File: config.mk
export PLATFORM = sky130hd
export DESIGN_NAME = writeback_stage
export DESIGN_NICKNAME = d
export VERILOG_FILES = /design/src/rtl/wb_pkg.sv /design/src/rtl/wb_fifo.sv /design/src/rtl/writeback_stage.sv
export SDC_FILE = /design/constraint.sdc
export NUM_CORES = 1
export LEC_CHECK = 0
export CAP_MARGIN = 25
export CORE_MARGIN = 8
export CORE_UTILIZATION = 53
export DETAILED_ROUTE_END_ITERATION = 10
export PLACE_DENSITY_LB_ADDON = 0.15
export SLEW_MARGIN = 20
export SYNTH_ARGS = -nofsm -noshare
export SYNTH_HDL_FRONTEND = slang
export SYNTH_SLANG_ARGS = --single-unit
File: constraint.sdc
create_clock -name clk -period 2.6 [get_ports clk]
set_clock_uncertainty 0.05 [all_clocks]
set_input_delay 0.39 -clock clk [delete_from_list [all_inputs] [get_ports clk]]
set_output_delay 0.39 -clock clk [all_outputs]
set_load 0.05 [all_outputs]
File: src/rtl/wb_pkg.sv
// Shared types and helpers for the MEM->WB writeback stage.
// Load-type encoding, default widths, and the load alignment/extension function.
package wb_pkg;

   localparam int WB_DATA_W = 32;
   localparam int WB_REG_AW = 5;

   typedef enum logic [2:0] {
      LW  = 3'd0,
      LH  = 3'd1,
      LHU = 3'd2,
      LB  = 3'd3,
      LBU = 3'd4
   } ld_t;

   // Little-endian lane select plus sign/zero extension of a raw memory word.
   // Misaligned halfwords (addr_lo[0]=1) fold onto the addr_lo[1] lane without trapping.
   function automatic logic [WB_DATA_W-1:0] ld_extend(input logic [WB_DATA_W-1:0] word,
                                                      input logic [1:0]           addr_lo,
                                                      input ld_t                  ld);
      logic [7:0]           byte_s;
      logic [15:0]          half_s;
      logic [WB_DATA_W-1:0] res_s;
      case (addr_lo)
         2'd0:    byte_s = word[7:0];
         2'd1:    byte_s = word[15:8];
         2'd2:    byte_s = word[23:16];
         2'd3:    byte_s = word[31:24];
         default: byte_s = word[7:0];
      endcase
      half_s = addr_lo[1] ? word[31:16] : word[15:0];
      case (ld)
         LW:      res_s = word;
         LH:      res_s = {{16{half_s[15]}}, half_s};
         LHU:     res_s = {16'h0000, half_s};
         LB:      res_s = {{24{byte_s[7]}}, byte_s};
         LBU:     res_s = {24'h00_0000, byte_s};
         default: res_s = word;
      endcase
      return res_s;
   endfunction

endpackage

File: src/rtl/wb_fifo.sv
// In-order pointer FIFO holding retired writeback entries {regwrite, rd, data}.
// Pointers wrap modulo DEPTH (power of two). With WB_FWD_EN defined the raw
// storage and read pointer are exported for the forwarding search.
module wb_fifo #(
   parameter  int W     = 38,
   parameter  int DEPTH = 2,
   localparam int PW    = $clog2(DEPTH),
   localparam int CW    = $clog2(DEPTH + 1)
) (
   input  logic                      clk,
   input  logic                      rst_n,
   input  logic                      push,
   input  logic                      pop,
   input  logic [W-1:0]              din,
   output logic [W-1:0]              dout,
   output logic                      full,
   output logic                      empty,
`ifdef WB_FWD_EN
   output logic [DEPTH-1:0][W-1:0]   entries,
   output logic [PW-1:0]             rd_ptr,
`endif
   output logic [CW-1:0]             count
);

   logic [DEPTH-1:0][W-1:0] mem_r;
   logic [PW-1:0]           wr_ptr_r;
   logic [PW-1:0]           rd_ptr_r;
   logic [CW-1:0]           count_r;

   // Storage write: the caller guarantees push only when a slot is free or a pop frees one.
   always_ff @(posedge clk or negedge rst_n) begin
      if (!rst_n) begin
         mem_r <= '0;
      end else if (push) begin
         mem_r[wr_ptr_r] <= din;
      end
   end

   // Pointer and occupancy bookkeeping; simultaneous push/pop leaves count unchanged.
   always_ff @(posedge clk or negedge rst_n) begin
      if (!rst_n) begin
         wr_ptr_r <= '0;
         rd_ptr_r <= '0;
         count_r  <= '0;
      end else begin
         if (push) wr_ptr_r <= wr_ptr_r + PW'(1);
         if (pop)  rd_ptr_r <= rd_ptr_r + PW'(1);
         case ({push, pop})
            2'b10:   count_r <= count_r + CW'(1);
            2'b01:   count_r <= count_r - CW'(1);
            default: count_r <= count_r;
         endcase
      end
   end

   assign dout  = mem_r[rd_ptr_r];
   assign full  = (count_r == CW'(DEPTH));
   assign empty = (count_r == CW'(0));
   assign count = count_r;
`ifdef WB_FWD_EN
   assign entries = mem_r;
   assign rd_ptr  = rd_ptr_r;
`endif

endmodule

File: src/rtl/writeback_stage.sv
// MEM->WB stage feeding the register-file write port.
// Accepts retired MEM results over valid/ready into a small in-order buffer,
// extends load data at push time, and drives one registered write per cycle.
// Writes to $zero are consumed silently; wb_stall freezes the write port.
// Optional feature macro: WB_FWD_EN adds a combinational forwarding search
// over buffered entries and the in-flight write port (youngest match wins).
// ld_extend operates on wb_pkg::WB_DATA_W bits, so DATA_W is expected to match it.
module writeback_stage
   import wb_pkg::*;
#(
   parameter int DATA_W = WB_DATA_W,
   parameter int REG_AW = WB_REG_AW,
   parameter int DEPTH  = 2
) (
   input  logic                          clk,
   input  logic                          rst_n,
   input  logic                          in_valid,
   output logic                          in_ready,
   input  logic                          in_regwrite,
   input  logic                          in_memtoreg,
   input  ld_t                           in_ldtype,
   input  logic [1:0]                    in_addr_lo,
   input  logic [DATA_W-1:0]             in_alu,
   input  logic [DATA_W-1:0]             in_mem,
   input  logic [REG_AW-1:0]             in_rd,
   input  logic                          wb_stall,
`ifdef WB_FWD_EN
   input  logic [REG_AW-1:0]             fwd_rs,
   input  logic [REG_AW-1:0]             fwd_rt,
   output logic                          fwd_rs_hit,
   output logic                          fwd_rt_hit,
   output logic [DATA_W-1:0]             fwd_rs_data,
   output logic [DATA_W-1:0]             fwd_rt_data,
`endif
   output logic                          RegWrite,
   output logic [REG_AW-1:0]             write_reg,
   output logic [DATA_W-1:0]             write_data,
   output logic [$clog2(DEPTH+1)-1:0]    pending
);

   localparam int EW = 1 + REG_AW + DATA_W;
   localparam int PW = $clog2(DEPTH);
   localparam int CW = $clog2(DEPTH + 1);

   logic              push_s;
   logic              pop_s;
   logic              full_s;
   logic              empty_s;
   logic [CW-1:0]     count_s;
   logic [EW-1:0]     din_s;
   logic [EW-1:0]     head_s;
   logic              head_rw_s;
   logic [REG_AW-1:0] head_rd_s;
   logic [DATA_W-1:0] head_data_s;
   logic [DATA_W-1:0] sel_data_s;

   logic              reg_write_r;
   logic [REG_AW-1:0] write_reg_r;
   logic [DATA_W-1:0] write_data_r;

`ifdef WB_FWD_EN
   logic [DEPTH-1:0][EW-1:0] entries_s;
   logic [PW-1:0]            rd_ptr_s;
`endif

   // Handshake: a pop this cycle frees a slot, so a full buffer can still accept.
   assign pop_s    = !empty_s && !wb_stall;
   assign in_ready = !full_s || pop_s;
   assign push_s   = in_valid && in_ready;

   // Result select and load extension happen before the entry is stored.
   always_comb begin
      sel_data_s = in_alu;
      if (in_memtoreg) begin
         sel_data_s = ld_extend(in_mem, in_addr_lo, in_ldtype);
      end else begin
         sel_data_s = in_alu;
      end
   end

   assign din_s       = {in_regwrite, in_rd, sel_data_s};
   assign head_rw_s   = head_s[EW-1];
   assign head_rd_s   = head_s[EW-2 -: REG_AW];
   assign head_data_s = head_s[DATA_W-1:0];

   wb_fifo #(
      .W     (EW),
      .DEPTH (DEPTH)
   ) u_fifo (
      .clk     (clk),
      .rst_n   (rst_n),
      .push    (push_s),
      .pop     (pop_s),
      .din     (din_s),
      .dout    (head_s),
      .full    (full_s),
      .empty   (empty_s),
`ifdef WB_FWD_EN
      .entries (entries_s),
      .rd_ptr  (rd_ptr_s),
`endif
      .count   (count_s)
   );

   // Registered write port: load from the popped head; otherwise drop RegWrite and hold reg/data.
   always_ff @(posedge clk or negedge rst_n) begin
      if (!rst_n) begin
         reg_write_r  <= 1'b0;
         write_reg_r  <= '0;
         write_data_r <= '0;
      end else if (pop_s) begin
         reg_write_r  <= head_rw_s && (head_rd_s != REG_AW'(0));
         write_reg_r  <= head_rd_s;
         write_data_r <= head_data_s;
      end else begin
         reg_write_r  <= 1'b0;
      end
   end

   assign RegWrite   = reg_write_r;
   assign write_reg  = write_reg_r;
   assign write_data = write_data_r;
   assign pending    = count_s;

`ifdef WB_FWD_EN
   // Search oldest to youngest (write port, then buffer head..tail) so later matches override.
   function automatic logic [DATA_W:0] fwd_search(input logic [REG_AW-1:0] r);
      logic              hit_s;
      logic [DATA_W-1:0] data_s;
      logic [EW-1:0]     e_s;
      logic              match_s;
      hit_s  = reg_write_r && (write_reg_r == r);
      data_s = hit_s ? write_data_r : '0;
      for (int i = 0; i < DEPTH; i++) begin
         e_s     = entries_s[rd_ptr_s + PW'(i)];
         match_s = (CW'(i) < count_s) && e_s[EW-1] &&
                   (e_s[EW-2 -: REG_AW] != REG_AW'(0)) && (e_s[EW-2 -: REG_AW] == r);
         hit_s   = hit_s || match_s;
         data_s  = match_s ? e_s[DATA_W-1:0] : data_s;
      end
      return {hit_s, data_s};
   endfunction

   // Forwarding lookups for both decode source operands.
   always_comb begin
      {fwd_rs_hit, fwd_rs_data} = fwd_search(fwd_rs);
      {fwd_rt_hit, fwd_rt_data} = fwd_search(fwd_rt);
   end
`endif

endmodule

==> out/results.ini <==
[clock_network]
cts_setup_buffers=0
h-tree-depth=4
root_buffer=sky130_fd_sc_hd__clkbuf_16
clock_latency_ns=0.42
cts-buffers-inserted=17
clock_tree.buffer_depth=2
clkTransAtPathRegs_ns=0.05
cts_sinks=118
tritoncts=built
postCtsResizedCells=0
post_cts_hold_buffer_count=1

[detailed_routing]
final_wirelength_um=18700
post_drt_via_cell_ratio=6.11
drcViolationCount=0
dr_total_vias=5561
drt_iter0_drc=564
drt-wirelength-per-cell_um=20.6
routed_antenna_nets=0
drt_pre_antenna_iters=5

[critical_path]
slowest_stage=sky130_fd_sc_hd__clkdlybuf4s50_1
critical_path_peak_fanout=5
timing.rr.end=u_fifo.mem_r[40]
timing.critical_path.to_type=primary output
crit_path_max_cell_delay_ns=0.86
reg2reg_from=u_fifo.count[0]
crit_path_start_kind=flip-flop
timing.setup.critical_path_class=flip-flop to primary output
r2r_depth=4
critical_path.n_buffers_inverters=1
worst_ep_arrival_time_ns=1.74
cp_data_required_time_ns=2.16
critical_path.top_delay_family=buffers and inverters
timing.critical_path.cells=clkdlybuf4s50_1
r2r_setup_slack_ns=0.68

[synthesis]
yosys_register_bits=118
mean_post_synth_cell_area_um2=9.89
synth.lib_cells_used.distinct=49
syn_inst=635
ys_dominant_reg_cell=sky130_fd_sc_hd__dfrtp_1
synth-seq-area-share_pct=47.0
syn-num-nets=716
synth-warning-count=0
synthesis.area_um2=6280
synth_enable_flop_cells=0
async_reset_ff_share_pct=100

[timing]
final_max_slew_viol_count=0
timing.fmax_mhz=459
worstMarginPinSlew_ns=0.556
grt_setup_unrepaired=no
hold_viol=0
setup_violations=0
period_share_pct=83.8
slew_headroom_pct=62.8
fin_tns_setup_ns=0
final.min_clock_period_ns=2.18
final.hold.worst_slack_ns=0.360

[power_and_ir_drop]
power.static_leakage_nw=3.60
p_per_area_nw_per_um2=1220
ir_worst_vdd_v=0.000669
netSwitchingFraction_pct=40.6
finalPower_mw=10.1
clock_power_share_pct=23.1
power.sequential.fraction_pct=33.3
cellInternalPower_mw=6.00
net_switching_power_mw=4.11
p_comb_share_pct=43.6

[final_layout]
ant_diodes=0
final.fill_count=850
multiInputGateArea_um2=3100
area.sequential_um2=2950
net_count_of_the_finished_layout=835
layout-area-overhead-vs-synth_pct=31.9
flip_flop_count_of_the_largest_register_after_layout=76
drive_gt1_share_pct=11.7
stdcell_area_um2=8290
postLayoutCoreUtil_pct=72.0

[floorplan]
die_h_um=125
initial_core_util_pct=54.5
chipWidth_um=125
core-area_um2=11500
core.rowCount=39
die-area_um2=15600
design.portCount=121

[placed_design]
port-buffer-count=120
dpl_cell_area_um2=7690
dpl_hpwl_um=13100
place_congestion=0.876

[status]
run_status=finished, final reports clean

[hold_path]
min_path_type=input port to async pin

[grt]
globalRoute.totalOverflow=0
antenna_found_initial=0
global_route_wire_length_before_repair_um=30000
grt_util_all_layers_pct=24.2
first_global_vias=5716
pin_count_of_the_biggest_net_entering_global_routing=77

[run]
drv.max_cap_violation_count=0

==> final cells by class <==
class                   count  area share [%]
well taps                 143            2.16
clock buffers              23            5.53
inverters                   1          0.0453
flip-flops and latches    118            35.6
clock inverters             9            1.52
repair buffers            150            17.7
multi-input cells         466            37.4
==> per-layer routing <==
| layer | vias to the layer above | wire length [um] | track usage [%] | part of all wire [%] |
|---|---|---|---|---|
| li1 | 2552 | - | - | - |
| met1 | 2727 | 7760 | 29.0 | 41 |
| met2 | 238 | 9330 | 40.6 | 50 |
| met3 | 44 | 1190 | 6.16 | 6.3 |
| met4 | 0 | 473 | 10.0 | 2.5 |
| met5 | - | 0 | 0 | 0 |
==> layout by cell type, fill, tap and decap left out, drive strengths merged, types with 17 or more instances in the layout <==
cell type	n
mux2i	46
buf	32
dfrtp	118
nor2	73
a221oi	53
nor2b	17
clkbuf	23
clkdlybuf4s50	117
nand2	97
o21ai	40
==> Yosys cell counts (2+ instances only) <==
library cell               instances  area, um^2
sky130_fd_sc_hd__buf_2             7        35.0
sky130_fd_sc_hd__o211a_1           7        70.1
sky130_fd_sc_hd__a221oi_1         53         464
sky130_fd_sc_hd__nor2_1           73         274
sky130_fd_sc_hd__and3b_1           3        26.3
sky130_fd_sc_hd__clkbuf_1         36         135
sky130_fd_sc_hd__nand3_1           2        10.0
sky130_fd_sc_hd__nor3b_2           2        25.0
sky130_fd_sc_hd__and3_1            3        18.8
sky130_fd_sc_hd__buf_4             2        15.0
sky130_fd_sc_hd__nor2b_1          17         106
sky130_fd_sc_hd__o22ai_1          15        93.8
sky130_fd_sc_hd__nand2b_1         14        87.6
sky130_fd_sc_hd__buf_6             5        56.3
sky130_fd_sc_hd__nand2_1          97         364
sky130_fd_sc_hd__o21ai_0          40         200
sky130_fd_sc_hd__o21a_1           15         113
sky130_fd_sc_hd__dfrtp_1         118        2950
sky130_fd_sc_hd__o41ai_2           5        81.3
sky130_fd_sc_hd__xnor2_1           4        35.0
sky130_fd_sc_hd__mux2i_1          46         460
sky130_fd_sc_hd__mux2_2            8        90.1
sky130_fd_sc_hd__a21oi_1           7        35.0
sky130_fd_sc_hd__nor3_4            4        65.1
sky130_fd_sc_hd__o41ai_1           9        78.8
sky130_fd_sc_hd__o311a_1           2        20.0
sky130_fd_sc_hd__o31ai_1           4        30.0
sky130_fd_sc_hd__nand3b_1          2        15.0
sky130_fd_sc_hd__a21boi_0         15         113
==> how the worst max path moves through the flow <==
stage                               start          endpoint  slack [ns]  depth (start not counted)
after detailed placement    in_addr_lo[1]  u_fifo.mem_r[64]        0.09                          7
final                     u_fifo.count[0]        pending[0]        0.42                          1
after global routing        in_addr_lo[1]  u_fifo.mem_r[24]        0.32                          7
after global placement      in_addr_lo[1]  u_fifo.mem_r[13]        0.19                          5
after floorplan           u_fifo.count[1]  u_fifo.mem_r[46]        0.17                          5
after CTS                 u_fifo.count[0]        pending[0]        0.40                          1
==> power groups by stage <==
stage | sequential, mW | combinational (mW) | clock (mW)
floorplan | 4.21 | 2.01 | 0
global placement | 3.31 | 4.27 | 0
detailed placement | 3.36 | 4.37 | 0
CTS | 3.35 | 4.43 | 2.35
global route | 3.46 | 4.76 | 2.43
finish | 3.36 | 4.41 | 2.34
==> cells by family (layout without fill, tap and decap cells) <==
| logic type | Yosys count | after routing | share of synthesized area, % |
|---|---|---|---|
| simple gates | 226 | 226 | 17.0 |
| compound gates | 177 | 177 | 21.4 |
| flops | 118 | 118 | 47.0 |
| mux | 55 | 55 | 9.12 |
| buf+inv | 51 | 183 | 3.90 |
| xor+xnor | 7 | 7 | 1.39 |
| fa+ha+maj | 1 | 1 | 0.199 |
==> metrics by stage <==
stage          setup slack, ns  std cells
4_1_cts                  0.402        910
3_3_place_gp             0.185        877
2_1_floorplan            0.173        635
6_report                 0.421        910
5_1_grt                  0.325        910
3_5_place_dp            0.0916        877
(Power assumes the default switching activity.)
